File: src/rtl/yrv_irq_pkg.sv
// rtl/yrv_irq_pkg.sv - shared types, defaults and arbitration search for the YRV interrupt controller
package yrv_irq_pkg;

    localparam int YRV_IRQ_NSRC_DEF = 8;

    typedef enum logic [1:0] {
        IDLE    = 2'd0,
        REQ     = 2'd1,
        SERVICE = 2'd2
    } irq_state_e;

    // First set bit of vec[n-1:0] scanning upward from start and wrapping; 0 if none set.
    function automatic int find_first(input logic [31:0] vec, input int n, input int start);
        int idx;
        find_first = 0;
        for (int k = 31; k >= 0; k--) begin
            if (k < n) begin
                idx = (start + k) % n;
                if (vec[idx[4:0]]) begin
                    find_first = idx;
                end
            end
        end
    endfunction

endpackage

File: src/rtl/yrv_irq_sync.sv
// rtl/yrv_irq_sync.sv - two-flop synchronizer with rising-edge detect for one asynchronous input
module yrv_irq_sync (
    input  logic clk,
    input  logic reset,
    input  logic d,
    output logic s,
    output logic rise
);

    logic meta;
    logic s_d;

    always_ff @(posedge clk) begin
        if (reset) begin
            meta <= 1'b0;
            s    <= 1'b0;
            s_d  <= 1'b0;
        end else begin
            meta <= d;
            s    <= meta;
            s_d  <= s;
        end
    end

    assign rise = s & ~s_d;

endmodule

File: src/rtl/yrv_irq_ctrl.sv
// rtl/yrv_irq_ctrl.sv - shares ei_req among NSRC sources and conditions the NMI input
// Define YRV_IRQ_RR_EN for round-robin arbitration; fixed lowest-index priority otherwise.
module yrv_irq_ctrl
    import yrv_irq_pkg::*;
#(
    parameter int NSRC = YRV_IRQ_NSRC_DEF,
    parameter int IDW  = $clog2(NSRC)
) (
    input  logic            clk,
    input  logic            reset,
    input  logic [NSRC-1:0] src_in,
    input  logic [NSRC-1:0] cfg_edge,
    input  logic [NSRC-1:0] cfg_en,
    input  logic            irq_ack,
    input  logic            irq_eoi,
    input  logic            nmi_src,
    output logic            ei_req,
    output logic            irq_valid,
    output logic [IDW-1:0]  irq_id,
    output logic [NSRC-1:0] pend,
    output logic            nmi_req
);

    logic [NSRC-1:0] s;
    logic [NSRC-1:0] rise;
    logic [NSRC-1:0] cand;
    logic            nmi_rise;
    logic            nmi_s_unused;
    logic            nmi_stage;
    logic [IDW-1:0]  win_id;
    logic            grant;
    int              start;
    irq_state_e      state_q;
    irq_state_e      state_d;

    for (genvar i = 0; i < NSRC; i++) begin : g_sync
        yrv_irq_sync u_sync (
            .clk  (clk),
            .reset(reset),
            .d    (src_in[i]),
            .s    (s[i]),
            .rise (rise[i])
        );
    end

    yrv_irq_sync u_nmi_sync (
        .clk  (clk),
        .reset(reset),
        .d    (nmi_src),
        .s    (nmi_s_unused),
        .rise (nmi_rise)
    );

    assign cand = pend & cfg_en;

`ifdef YRV_IRQ_RR_EN
    logic [IDW-1:0] last_grant;

    always_ff @(posedge clk) begin
        if (reset) begin
            last_grant <= '0;
        end else if (grant) begin
            last_grant <= win_id;
        end
    end

    assign start = (int'(last_grant) + 1) % NSRC;
`else
    assign start = 0;
`endif

    always_comb begin
        state_d = state_q;
        grant   = 1'b0;
        unique case (state_q)
            IDLE: begin
                if (|cand) state_d = REQ;
            end
            REQ: begin
                // The latched winner is kept; losing its candidacy withdraws the request.
                if (!cand[win_id]) begin
                    state_d = IDLE;
                end else if (irq_ack) begin
                    state_d = SERVICE;
                    grant   = 1'b1;
                end
            end
            SERVICE: begin
                if (irq_eoi) state_d = IDLE;
            end
            default: state_d = IDLE;
        endcase
    end

    always_ff @(posedge clk) begin
        if (reset) begin
            state_q   <= IDLE;
            win_id    <= '0;
            irq_id    <= '0;
            ei_req    <= 1'b0;
            irq_valid <= 1'b0;
            pend      <= '0;
            nmi_stage <= 1'b0;
            nmi_req   <= 1'b0;
        end else begin
            state_q   <= state_d;
            ei_req    <= (state_d == REQ);
            irq_valid <= (state_d == SERVICE);
            if (state_q == IDLE && (|cand)) begin
                win_id <= IDW'(find_first(32'(cand), NSRC, start));
            end
            if (grant) begin
                irq_id <= win_id;
            end
            for (int i = 0; i < NSRC; i++) begin
                if (cfg_edge[i]) begin
                    if (rise[i]) begin
                        pend[i] <= 1'b1;
                    end else if (grant && win_id == IDW'(i)) begin
                        pend[i] <= 1'b0;
                    end
                end else begin
                    pend[i] <= s[i];
                end
            end
            nmi_stage <= nmi_rise;
            nmi_req   <= nmi_stage;
        end
    end

endmodule

File: config.mk
export PLATFORM = sky130hd
export DESIGN_NAME = yrv_irq_ctrl
export DESIGN_NICKNAME = d
export VERILOG_FILES = /design/src/rtl/yrv_irq_pkg.sv /design/src/rtl/yrv_irq_sync.sv /design/src/rtl/yrv_irq_ctrl.sv
export SDC_FILE = /design/constraint.sdc
export NUM_CORES = 1
export LEC_CHECK = 0
export ABC_AREA = 1
export BUFFER_PORTS_ARGS = -buffer_cell sky130_fd_sc_hd__buf_4
export CAP_MARGIN = 10
export CORE_MARGIN = 2
export CORE_UTILIZATION = 55
export CTS_BUF_LIST = sky130_fd_sc_hd__clkbuf_8
export DETAILED_ROUTE_END_ITERATION = 10
export GPL_ROUTABILITY_DRIVEN = 0
export PLACE_DENSITY = 0.82
export REMOVE_ABC_BUFFERS = 1
export SETUP_SLACK_MARGIN = 0.5
export SYNTH_ARGS = -nofsm -noshare
export SYNTH_HDL_FRONTEND = slang
export SYNTH_HIERARCHICAL = 1
export SYNTH_SLANG_ARGS = --single-unit
File: constraint.sdc
create_clock -name clk -period 2.1 [get_ports clk]
set_input_delay 0.105 -clock clk [delete_from_list [all_inputs] [get_ports clk]]
set_output_delay 0.105 -clock clk [all_outputs]
set_load 0.005 [all_outputs]
Yosys cells after proc, flatten, opt, wreduce, memory -nomap -nowiden

Cells that the tools add are included.

Input port bits: 29
Bits in registers: 47
Output and inout bits: 14

Reduce and logical (&&, ||, !) cells: 12
Multiplexer cells: 42
Bitwise operators: 19
Order comparisons: 1
Equal/unequal tests: 19

Operator list:

| cell                                                                          | count |
|---|---|
| 1-bit two-way mux                                                             | 28 |
| 3-bit two-way mux                                                             | 8 |
| 3-bit by 1-bit != test with 1-bit output (second input constant)              | 8 |
| 3-bit == test (second input constant)                                         | 4 |
| 1-bit bitwise AND                                                             | 9 |
| 1-bit logical AND                                                             | 9 |
| 1-bit inverter                                                                | 9 |
| 8-bit bitwise AND                                                             | 1 |
| 2-bit two-way mux                                                             | 4 |
| 8-bit OR reduction                                                            | 1 |
| 3-bit by 2-bit == test with 1-bit output (second input constant)              | 2 |
| 2-bit case mux with 3 select lines                                            | 1 |
| 2-bit by 1-bit == test with 1-bit output (second input constant)              | 2 |
| 2-bit == test (second input constant)                                         | 2 |
| 3-bit by 4-bit less-than comparator with 1-bit output (second input constant) | 1 |
| 1-bit binary-select mux with 3-bit select                                     | 1 |
| 3-bit by 1-bit == test with 1-bit output (second input constant)              | 1 |
| 3-bit zero test                                                               | 1 |
| 2-bit zero test                                                               | 1 |

Depth between registers and ports, before layout

Gate-level depths: netlist of the first run.

Depth after elaboration: 9
Depth in mapped cells: 10
Gate-level depth less buffers: 9

Hierarchy

Netlist of the first run, hierarchy kept.

By module, submodules not included:

| module       | area each (um^2) | cells each | instances |
|---|---|---|---|
| yrv_irq_ctrl | 1019.7           | 150        | 1 |
| yrv_irq_sync | 86.3             | 10         | 9 |

Worst setup path before layout of the first run

OpenSTA, ideal clock, no wires.

Kind: register to register
Start point: register pend[3]
End point: register win_id[1]
Library setup time: 0.116 ns
Path slack: 0.857 ns
Arrival time: 1.127 ns
Required time: 1.984 ns
Path buffers: 0
Cell stages (with the launch flop): 8
Path through: dfxtp_1 > nand2_1 > nand2_1 > nor2_1 > and2_1 > nor2_1 > o21ai_0 > o211a_1

Longest elaborated chain between the ends: 5

RTL lines:

| element                           | line                | source |
|---|---|---|
| from (decl)                       | yrv_irq_ctrl.sv:20  | `output logic [NSRC-1:0] pend,` |
| from (signal, indexed assignment) | yrv_irq_ctrl.sv:123 | `pend[i] <= s[i];` |
| 8-bit bitwise AND (*)             | yrv_irq_ctrl.sv:54  | `assign cand = pend & cfg_en;` |
| 3-bit two-way mux (4 in series)   | yrv_irq_pkg.sv:19   | `if (vec[idx[4:0]]) begin` |
| to (signal assigned)              | yrv_irq_ctrl.sv:110 | `win_id <= IDW'(find_first(32'(cand), NSRC, start));` |
| to (decl)                         | yrv_irq_ctrl.sv:30  | `logic [IDW-1:0] win_id;` |

Mark *: on every way between the ends. The rest lies on a longest branch, timed or not.
A chain may end at the register's enable or synchronous reset.

Worst setup path in the final report of the first run

Start point: register pend[4]
End point: register win_id[1]

Longest elaborated chain between the ends: 6

RTL lines:

| element                         | line |
|---|---|
| 8-bit bitwise AND (*)           | yrv_irq_ctrl.sv:54 |
| 3-bit two-way mux (5 in series) | yrv_irq_pkg.sv:19 |

Marked as above.

==> out/qor.yml, run 1 <==
outcome: "completed"
finalSetupViolations: 0
p_leak_nw: 1.16
worstPathMaxFanout: 6
crit_type: "reg -> reg"
placementRows: 20
path_cells: "nand2_1 -> nand2_1 -> nor2_1 -> and2_1 -> nor2_1 -> o21ai_0 -> o211a_1"
syn_to_final_growth_pct: 28.6
min_path_type: "in -> reg"
syn_avg_cell_area_um2: 7.49
cts_buffers: 5
seq_area_frac_synth_pct: 52.4
cp-end-kind: "flip-flop"
critical_path_arrival_ns: 1.69
drt_iter0_drc: 66
dr.pass1.iters: 4
critPathSlowestCell: "dfxtp_1"
grt_antenna_before_repair: 0
preCtsSetupSlack_ns: 0.648
fin_crit_ns: 1.49
drv_slew: 0
worstReg2RegEnd: "win_id[1]"
htree_levels: 2
vias_per_cell: 4.66
grt_pass1_wl_um: 5780
crit_required_ns: 2.30
die-area_um2: 3740
slew_headroom_pct: 72.4
synth_cells: 240
cts_tree: "yes"
worst_slack_ns: 0.605
max_cap_violations: 0
die_w_um: 61.2
grt_pass1_vias: 1452
num_vias: 1565
cts.path.max_buffers: 2
final.fill_count: 231
worstHoldStart: "src_in[6]"
cts-root-buf: "clkbuf_8"
drt_wl_total_um: 3430
portBuffers: 42
hold_end: "g_sync[6].u_sync/meta"
clock.fmax_mhz: 669
period_share_pct: 71.2
hold_path_depth: 3
ys_ff_latch: 47
start_util_pct: 58.4
drc: 0
yosysUniqueCellTypes: 22
core_area_um2: 3080
rr_startpoint: "pend[4]"
rsz0062_at_grt: "false"
clk_pin_slew_ns: 0.08
powerDensity_nw_per_um2: 828
clock_sinks: 47
startpoint_type: "flip-flop"
hold_violations: 0
routedWlPerCell_um: 10.2
path_buf_inv: 0
die_h_um: 61.2
diodes: 0
netlist_area_um2: 1800
ios: 43
ys_warn_count: 6
r2r_slack_ns: 0.61
final_nets: 321
clk_latency_ns: 0.30
dp_hpwl_um: 2480
drive_gt1_share_pct: 19.9
overflow: 0
vdd_drop_max_mv: 0.685
grt_max_degree: 39
worst-r2r-cell-count: 7
fin_skew_ns: 0.00499
postCtsSetupRepairBufs: 0
worst_pin_slew_ns: 0.413
antenna_left: 0
max_stage_delay_ns: 0.37
tns_ns: 0
grt_use_total_pct: 21.3
critPathTopFamily: "simple AND/OR/NAND/NOR gates"
-- placed cells by master (no fill, tap or decap), drive strengths merged --
cell,instances
nor2,60
inv,47
dfxtp,47
buf,42
nand2,33
a21oi,17
o21ai,15
nand3,10
clkbuf,5
dlygate4sd3,5
a21boi,2
nor3b,1
and2,1
o22ai,1
nand3b,1
nor3,1
a31oi,1
o211a,1
clkinvlp,1
bufinv,1
-- timing repair --
action / in CTS / in global routing
hold buffers: 5 / 0
endpoints found under the setup margin: 0 / 1
gates resized for setup: 0 / 1
hold endpoints to repair: 5 / 0
-- how the worst max path moves through the flow --
stage | startpoint | to | slack (ns) | cells past startpoint
floorplan | pend[3] | win_id[1] | 0.86 | 7
global placement | state_q[0] | pend[5] | 0.68 | 5
detailed placement | state_q[0] | pend[4] | 0.65 | 5
CTS | pend[4] | win_id[1] | 0.60 | 7
global route | state_q[0] | pend[5] | 0.51 | 5
finish | pend[4] | win_id[1] | 0.61 | 7
-- cell usage after synthesis --
master / number / area [µm²]
a21boi_0: 1 / 7.51
a21boi_2: 1 / 11.3
a21oi_1: 16 / 80.1
a21oi_2: 1 / 8.76
a31oi_1: 1 / 6.26
and2_1: 1 / 6.26
buf_6: 1 / 11.3
clkbuf_1: 1 / 3.75
dfxtp_1: 47 / 941
inv_1: 47 / 176
nand2_1: 30 / 113
nand2_2: 1 / 6.26
nand2_4: 2 / 22.5
nand3_1: 10 / 50.1
nand3b_1: 1 / 7.51
nor2_1: 58 / 218
nor2_2: 2 / 12.5
nor3_1: 1 / 5.00
nor3b_4: 1 / 18.8
o211a_1: 1 / 10.0
o21ai_0: 15 / 75.1
o22ai_1: 1 / 6.26
-- cell families after synthesis --
| family | Yosys count | share of synthesized area (%) |
|---|---|---|
| buffers and inverters | 49 | 10.7 |
| AOI/OAI and AO/OA | 37 | 11.4 |
| and+or+nand+nor | 107 | 25.6 |
| DFF | 47 | 52.4 |
-- metrics by stage --
step	util, %	power, mW	cells	hold WS [ns]	instance area, µm²
global route	75.0	2.01	336	0.00460	2310
detailed placement	69.9	1.29	324	0.312	2150
global placement	69.9	1.28	324	0.303	2150
CTS	75.0	1.92	336	0.000267	2310
floorplan	-	1.17	238	0.174	1780
finish	75.0	1.91	336	0.00509	2310
-- layer usage --
layer / global-route usage, % / vias to the layer above / routed length [µm]
met5: 0 / - / 0
met4: 8.39 / 0 / 49
met3: 7.35 / 6 / 206
met2: 37.8 / 40 / 1680
met1: 23.1 / 685 / 1490
li1: - / 834 / -
-- flip-flops by register name, summed over array words and instances, names as in the netlist --
signal / cells
ei_req: 1
g_sync.u_sync/meta: 8
g_sync.u_sync/s: 8
g_sync.u_sync/s_d: 8
irq_id: 3
irq_valid: 1
nmi_req: 1
nmi_stage: 1
pend: 8
state_q: 2
u_nmi_sync/meta: 1
u_nmi_sync/s: 1
u_nmi_sync/s_d: 1
win_id: 3
-- layout make-up --
type / instances / area [µm²] / area share, %
flip-flops and latches: 47 / 942 / 40.8
multi-input cells: 144 / 664 / 28.8
repair buffers: 47 / 365 / 15.8
inverters: 47 / 176 / 7.64
clock buffers: 5 / 68.8 / 2.98
well taps: 44 / 55.1 / 2.38
clock inverters: 2 / 37.5 / 1.63
-- report_power, final --
| part | total [mW] | switching (mW) | internal, mW |
|---|---|---|---|
| registers | 0.979 | 0.0377 | 0.942 |
| logic | 0.300 | 0.168 | 0.132 |
| clock network | 0.632 | 0.285 | 0.348 |
-- worst register-to-register path: stages (launching register included) --
cell	delay (ns)
dfxtp_1	0.37
nand2_1	0.14
nand2_1	0.10
nor2_1	0.04
and2_1	0.13
nor2_1	0.28
o21ai_0	0.19
o211a_1	0.15
No activity file was read; power rests on OpenSTA's default activity.
==> inputs of run 2 (changes only) <==
CORE_UTILIZATION = 49   (was 55)
PLACE_DENSITY = 0.77   (was 0.82)
clock period = 1.3 ns   (was 2.1 ns; I/O delays follow)
==> out/qor.yml, run 2 (same netlist as run 1, synthesis figures left out) <==
outcome: "completed"
htree_levels: 2  # unchanged
dp_hpwl_um: 2650  # +6.9%
antenna_left: 0  # unchanged
worst_pin_slew_ns: 0.289  # -0.124 ns
cp-end-kind: "flip-flop"
cts_tree: "yes"
max_cap_violations: 0  # unchanged
worst-r2r-cell-count: 9  # +2
final_common_cell: "nor2_1"
worst_slack_ns: 0.0161  # -0.589 ns
syn_to_final_growth_pct: 53.6
drv_slew: 0  # unchanged
rr_startpoint: "pend[7]"
placementRows: 21  # +5.0%
grt_pass1_vias: 1596  # +9.9%
die_h_um: 64.6  # +5.6%
seqPwrFrac_pct: 48.8  # -2.4 points
hold_violations: 0  # unchanged
portBuffers: 42  # unchanged
hold_path_depth: 2  # -1
p_leak_nw: 1.36  # +17%
finalSetupViolations: 0  # unchanged
die_w_um: 64.6  # +5.6%
grt_use_total_pct: 21.0  # -0.27 points
vias_per_cell: 4.74  # +1.9%
ios: 43  # unchanged
critPathSlowestCell: "dfxtp_2"
crit_top_cell: "nand2_1"
grt_pass1_wl_um: 6550  # +13%
overflow: 0  # unchanged
final_cell_mix: "nor2_1 (55), inv_1 (46), buf_4 (43)"
drt_iter0_drc: 91  # +38%
cts-root-buf: "clkbuf_8"
fin_crit_ns: 1.28  # -0.211 ns
intPower_mw: 2.33  # +64%
num_vias: 1746  # +12%
clk_pin_slew_ns: 0.08  # about the same
critPathTopFamily: "simple AND/OR/NAND/NOR gates"
netSwitchingPower_uw: 936  # +91%
cts_buffers: 5  # unchanged
worstReg2RegEnd: "pend[3]"
dr.pass1.iters: 4  # unchanged
period_share_pct: 98.8  # +28 points
path_cells: "nand2_1 -> inv_1 -> nor2_1 -> nor2_2 -> nand2_2 -> nand2_4 -> nand3_2 -> nand2_1 -> a21oi_1"
clkPwrFrac_pct: 28.6  # -4.5 points
clock_sinks: 47  # unchanged
worstPathMaxFanout: 8  # +2
drt_wl_total_um: 4280  # +25%
slew_headroom_pct: 80.7  # +8.3 points
clock.fmax_mhz: 779  # +16%
fin_util_pct: 80.8  # +5.8 points
grt_antenna_before_repair: 0  # unchanged
die-area_um2: 4170  # +11%
start_util_pct: 52.6  # -5.8 points
core_area_um2: 3420  # +11%
drive_gt1_share_pct: 38.2  # +18 points
path_buf_inv: 1  # +1
crit_type: "reg -> reg"
hold_end: "ei_req"
critical_path_arrival_ns: 1.48  # -0.21 ns
placed_area_um2: 2250  # +4.7%
routedWlPerCell_um: 11.6  # +14%
r2r_slack_ns: 0.02  # -0.59 ns
preCtsSetupSlack_ns: -0.0385  # -0.686 ns
switching_share_pct: 28.7  # +3.0 points
startpoint_type: "flip-flop"
hold_ws_ns: 0.0168  # +0.0117 ns
vdd_drop_max_mv: 1.07  # +56%
worstHoldStart: "reset"
min_path_type: "in -> reg"
fin_area_um2: 2760  # +20%
final_nets: 350  # +9.0%
crit_required_ns: 1.50  # -0.80 ns
grt_max_degree: 25  # -36%
rsz0062_at_grt: "true"
powerDensity_nw_per_um2: 1180  # +43%
fin_skew_ns: 0.00431  # -0.000681 ns
clk_latency_ns: 0.31  # about the same
cts.path.max_buffers: 2  # unchanged
max_stage_delay_ns: 0.35  # -0.02 ns
combinationalPowerShare_pct: 22.7  # +7.0 points
diodes: 0  # unchanged
drc: 0  # unchanged
-- run 2: what timing repair did --
| item | 4_1_cts | 5_1_grt |
|---|---|---|
| setup buffers | 10 | 2 |
| gates cloned | 0 | 0 |
| endpoints found under the setup margin | 32 | 32 |
| pin swaps | 9 | 8 |
| resized for setup | 49 | 29 |
| hold endpoints to repair | 9 | 0 |
| hold buffers | 9 | 0 |
-- run 2: power by group through the flow --
stage	registers, mW	logic, mW	clock network, mW
5_1_grt	1.60	0.811	1.02
4_1_cts	1.58	0.679	0.946
3_5_place_dp	1.60	0.556	0
3_3_place_gp	1.60	0.546	0
2_1_floorplan	1.60	0.293	0
6_report	1.59	0.741	0.932
-- run 2: cell type report --
type	count	area, µm²
flip-flops and latches	47	970
well taps	46	57.6
clock buffers	6	82.6
multi-input cells	144	772
fillers	221	656
inverters	47	179
clock inverters	2	16.3
repair buffers	76	683
-- run 2: metrics by stage --
step	instances	power (mW)	setup TNS [ns]
after floorplan	238	1.90	0
after global placement	339	2.14	-0.0177
after detailed placement	339	2.16	-0.150
after CTS	366	3.21	0
after global routing	368	3.43	-0.736
final	368	3.26	0
-- run 2: worst max path at each step --
stage / startpoint / to / slack, ns / depth (start not counted)
finish: pend[7] / pend[3] / 0.02 / 9
global placement: win_id[1] / pend[4] / -0.01 / 7
global route: pend[7] / win_id[0] / -0.08 / 8
CTS: pend[2] / win_id[0] / 0.06 / 8
floorplan: pend[3] / win_id[1] / 0.06 / 7
detailed placement: win_id[1] / pend[4] / -0.04 / 7
-- run 2: routing by layer --
layer	up-vias	part of all wire (%)	track usage [%]
met1	783	39	21.1
li1	889	-	-
met3	14	6.4	8.16
met4	0	2.7	11.4
met2	60	51	37.2
met5	-	0	0
